==> config.mk <==
export PLATFORM = sky130hd
export DESIGN_NAME = pipelined_adder
export DESIGN_NICKNAME = d
export VERILOG_FILES = /design/src/rtl/pipelined_adder.sv
export SDC_FILE = /design/constraint.sdc
export NUM_CORES = 1
export LEC_CHECK = 0
export BUFFER_PORTS_ARGS = -buffer_cell sky130_fd_sc_hd__buf_2
export CAP_MARGIN = 0
export CORE_ASPECT_RATIO = 1.75
export CORE_MARGIN = 4
export CORE_UTILIZATION = 30
export DETAILED_ROUTE_END_ITERATION = 10
export PLACE_DENSITY = 0.49
export RECOVER_POWER = 50
export SETUP_SLACK_MARGIN = 0.02
export SKIP_CTS_REPAIR_TIMING = 1
export SYNTH_ARGS = -nofsm -noshare
export SYNTH_HDL_FRONTEND = slang
export SYNTH_SLANG_ARGS = --single-unit
==> constraint.sdc <==
create_clock -name clk -period 2.2 [get_ports clk]
set_clock_uncertainty 0.15 [all_clocks]
set_input_delay 0.44 -clock clk [delete_from_list [all_inputs] [get_ports clk]]
set_output_delay 0.44 -clock clk [all_outputs]
set_load 0.01 [all_outputs]
==> src/rtl/pipelined_adder.sv <==
// Segmented ripple adder/subtractor: STAGES carry-chain segments, one per pipeline stage, valid/ready flow.
// Define PIPELINED_ADDER_SAT_EN to saturate S (unsigned); carry and ovf always report raw values.
module pipelined_adder #(
  parameter int N      = 8,
  parameter int STAGES = 2
) (
  input  logic         clk,
  input  logic         rst_n,
  input  logic         in_valid,
  output logic         in_ready,
  input  logic [N-1:0] A,
  input  logic [N-1:0] B,
  input  logic         cin,
  input  logic         sub,
  output logic         out_valid,
  input  logic         out_ready,
  output logic [N-1:0] S,
  output logic         carry,
  output logic         ovf
);
  localparam int W = N / STAGES;

  logic                     en;
  logic [STAGES:1]          vld_q, c_q, sub_q, c_d;
  logic [STAGES:1][N-1:0]   a_q, b_q, s_q, s_d;
  logic [STAGES:0]          vld_pipe, c_p, sub_p;
  logic [STAGES:0][N-1:0]   a_p, b_p, s_p;
  logic [N-1:0]             s_raw;

  assign en        = !vld_q[STAGES] || out_ready;
  assign in_ready  = en;
  assign out_valid = vld_q[STAGES];

  // Index 0 is the incoming operand; B is inverted and the carry forced to 1 once, at entry.
  assign vld_pipe = {vld_q, in_valid};
  assign a_p      = {a_q, A};
  assign b_p      = {b_q, sub ? ~B : B};
  assign c_p      = {c_q, sub | cin};
  assign sub_p    = {sub_q, sub};
  assign s_p      = {s_q, {N{1'b0}}};

  always_comb begin
    logic [W:0] seg;
    seg = '0;
    c_d = '0;
    s_d = '0;
    for (int k = 1; k <= STAGES; k++) begin
      seg = {1'b0, a_p[k-1][(k-1)*W +: W]} + {1'b0, b_p[k-1][(k-1)*W +: W]}
          + {{W{1'b0}}, c_p[k-1]};
      s_d[k] = s_p[k-1];
      s_d[k][(k-1)*W +: W] = seg[W-1:0];
      c_d[k] = seg[W];
    end
  end

  // Data registers only load behind a valid op, so S/carry/ovf hold across bubbles.
  always_ff @(posedge clk or negedge rst_n) begin
    if (!rst_n) begin
      vld_q <= '0;
      c_q   <= '0;
      sub_q <= '0;
      a_q   <= '0;
      b_q   <= '0;
      s_q   <= '0;
    end else if (en) begin
      vld_q <= vld_pipe[STAGES-1:0];
      for (int k = 1; k <= STAGES; k++) begin
        if (vld_pipe[k-1]) begin
          a_q[k]   <= a_p[k-1];
          b_q[k]   <= b_p[k-1];
          s_q[k]   <= s_d[k];
          c_q[k]   <= c_d[k];
          sub_q[k] <= sub_p[k-1];
        end
      end
    end
  end

  assign s_raw = s_q[STAGES];
  assign carry = c_q[STAGES];
  assign ovf   = (a_q[STAGES][N-1] == b_q[STAGES][N-1]) && (s_raw[N-1] != a_q[STAGES][N-1]);

`ifdef PIPELINED_ADDER_SAT_EN
  always_comb begin
    S = s_raw;
    if (!sub_q[STAGES] && carry)     S = '1;
    else if (sub_q[STAGES] && !carry) S = '0;
  end
`else
  assign S = s_raw;
`endif

  // Final-stage copies of the pass-through fields have no consumer.
  logic unused_ok;
  assign unused_ok = ^{a_p[STAGES], b_p[STAGES], c_p[STAGES], sub_p[STAGES],
                       s_p[STAGES], vld_pipe[STAGES]};
endmodule

==> results.cfg <==
[drt]
wire_per_inst_um = 13.2
drt-initial-drc-count = 18
antenna_left = 0
num_vias = 936
first_pass_iters = 2
drt-total-wl_mm = 2.64
drc = 0
vias_per_cell = 4.68

[place]
port_buffers = 33
placedCellCount = 197
dpl_cell_area_um2 = 1600
place_congestion = 0.703
post-place-ws_ns = -0.0539
dp_hpwl_mm = 2.17

[sta]
slew_headroom_pct = 10.1
fin_ws_ns = 0.225
setup_violations = 0
tightest_slew_ns = 1.35
drv_slew = 0
whs_ns = 0.248
period_share_pct = 89.8
fin_setup_tns_ns = 0
max_freq_ghz = 0.506
period_needed_ns = 1.97
grt_setup_unrepaired = no
finalHoldViolCount = 0

[setup_path]
r2r_cells = 6
cp_max_fo = 3
regToRegStartpoint = c_q[1]$_DFFE_PN0P_
worst_setup_path_end_kind = flip-flop
required_ns = 2.18
worstSetupStartpointType = input port
arrival_ns = 1.96
reg2reg_slack_ns = 0.37
r2r_end = c_q[2]$_DFFE_PN0P_
path_class = input port to flip-flop

[clock_network]
cts-root-buf = clkbuf_8
cts_num_sinks = 26
clk_latency_ns = 0.27
clk_path_buf_depth = 2
cts_max_level = 1
cts_buffers = 3
cts_tree = built
clkSlewWorstSetupHoldPaths_ns = 0.09

[final_layout]
diodes = 0
num-nets-final = 183
fin_cells = 200
drive_gt1_share_pct = 38.3
utilization_pct = 36.8
fin_area_um2 = 1620
syn_to_final_growth_pct = 19.3

[logic_synthesis]
async_flop_share_pct = 100
synth_top_area_share_pct = 47.8
yosysMostFrequentCell = dfrtp_1
synth_enable_flop_cells = 0
syn_avg_cell_area_um2 = 12.0
yosysWarningCount = 0
synth-seq-cells = 26
yosysUniqueCellTypes = 29
synthCells = 113
synth_top_cells_by_count = dfrtp_1 (26), o21ai_0 (18), mux2_2 (11)
ys_seq_area_share_pct = 47.8
synth_area_um2 = 1360
synthTopCellsByArea = dfrtp_1 (48%), mux2_2 (9.1%), o21ai_0 (6.6%)
synth_nets = 145
yosys.area.top_type = dfrtp_1
synthFlopType = dfrtp_1

[pwr]
cellPowerDensity_nw_per_um2 = 936
vdd_drop_max_v = 0.000345
power.static_leakage_nw = 0.763
p_total_mw = 1.52

[floorplanning]
ios = 34
core_region_area_um2 = 4400
die_area_um2 = 5720
die_w_um = 58.9
row_count = 32
chipHeight_um = 97.1
initial_utilization_pct = 30.9

[grt]
grt_max_degree = 27
antenna_found_initial = 0
gr-usage-all-layers_pct = 10.8
grt_overflow = 0
grt_first_pass_wirelength_mm = 4.84
grt_pass1_vias = 1101

[hold_path]
hold_path_class = input port to flip-flop
hp-start = A[5]
holdPathEnd = a_p[13]$_DFFE_PN0P_
min_path_cells = 2

[run]
max_cap_violations = 0

[run_status]
status = completed
==> cells by family (layout without fill, tap and decap cells) <==
logic type      after synthesis  after routing  share of synthesized area, %
compound gates               30             30                          12.3
flops                        26             26                          47.8
simple gates                 15             15                          7.08
mux                          13             13                          11.3
fa+ha+maj                    10             10                          11.4
xor+xnor                     10             10                          6.44
buf+inv                       9             45                          3.59
==> sequential cells by signal, indices dropped and copies added (netlist names) <==
name   flops
S          8
a_p        5
b_p        5
c_q        2
s_d        4
vld_q      2
==> cell usage in the layout, fill, tap and decap left out, types with 3 or more instances in the layout <==
master / count
buf_4: 3
mux2_2: 11
a21oi_1: 6
dfrtp_1: 26
xnor2_1: 4
ha_1: 6
xor2_1: 6
o21ai_0: 17
buf_2: 32
nand2_1: 4
inv_1: 5
clkbuf_8: 3
==> where the power goes <==
part	internal, mW	switching [mW]	leakage [nW]
clock	0.123	0.141	0.0216
combinational	0.275	0.264	0.431
sequential	0.630	0.0864	0.310
==> critical path, stage by stage <==
cell,delay (ns)
buf_2,0.12
or2_4,0.23
fa_2,0.41
fa_2,0.40
a21o_1,0.16
a21oi_1,0.12
o21ai_1,0.07
==> area by class of cell <==
cell class                      instances  area [µm²]
Clock buffer                            3        41.3
Fill cell                             489        2780
Inverter                                6        27.5
Multi-Input combinational cell         78         653
Sequential cell                        26         651
Tap cell                               51        63.8
Timing Repair Buffer                   36         186
==> worst max-delay path by stage <==
stage,startpoint,end,slack [ns],depth (start not counted)
3_5_place_dp,sub,c_q[1]$_DFFE_PN0P_,-0.05,7
5_1_grt,sub,s_d[10]$_DFFE_PN0P_,0.17,7
6_report,sub,c_q[1]$_DFFE_PN0P_,0.23,7
3_3_place_gp,sub,c_q[1]$_DFFE_PN0P_,-0.03,7
4_1_cts,sub,c_q[1]$_DFFE_PN0P_,0.24,7
2_1_floorplan,sub,c_q[1]$_DFFE_PN0P_,0.01,7
==> per-layer routing <==
layer | vias up | part of all wire (%) | track usage, %
met3 | 2 | 4.9 | 1.46
met2 | 21 | 58 | 19.9
met4 | 0 | 1.6 | 5.24
li1 | 459 | - | -
met1 | 454 | 36 | 11.4
met5 | - | 0 | 0
(Power assumes the default switching activity.)
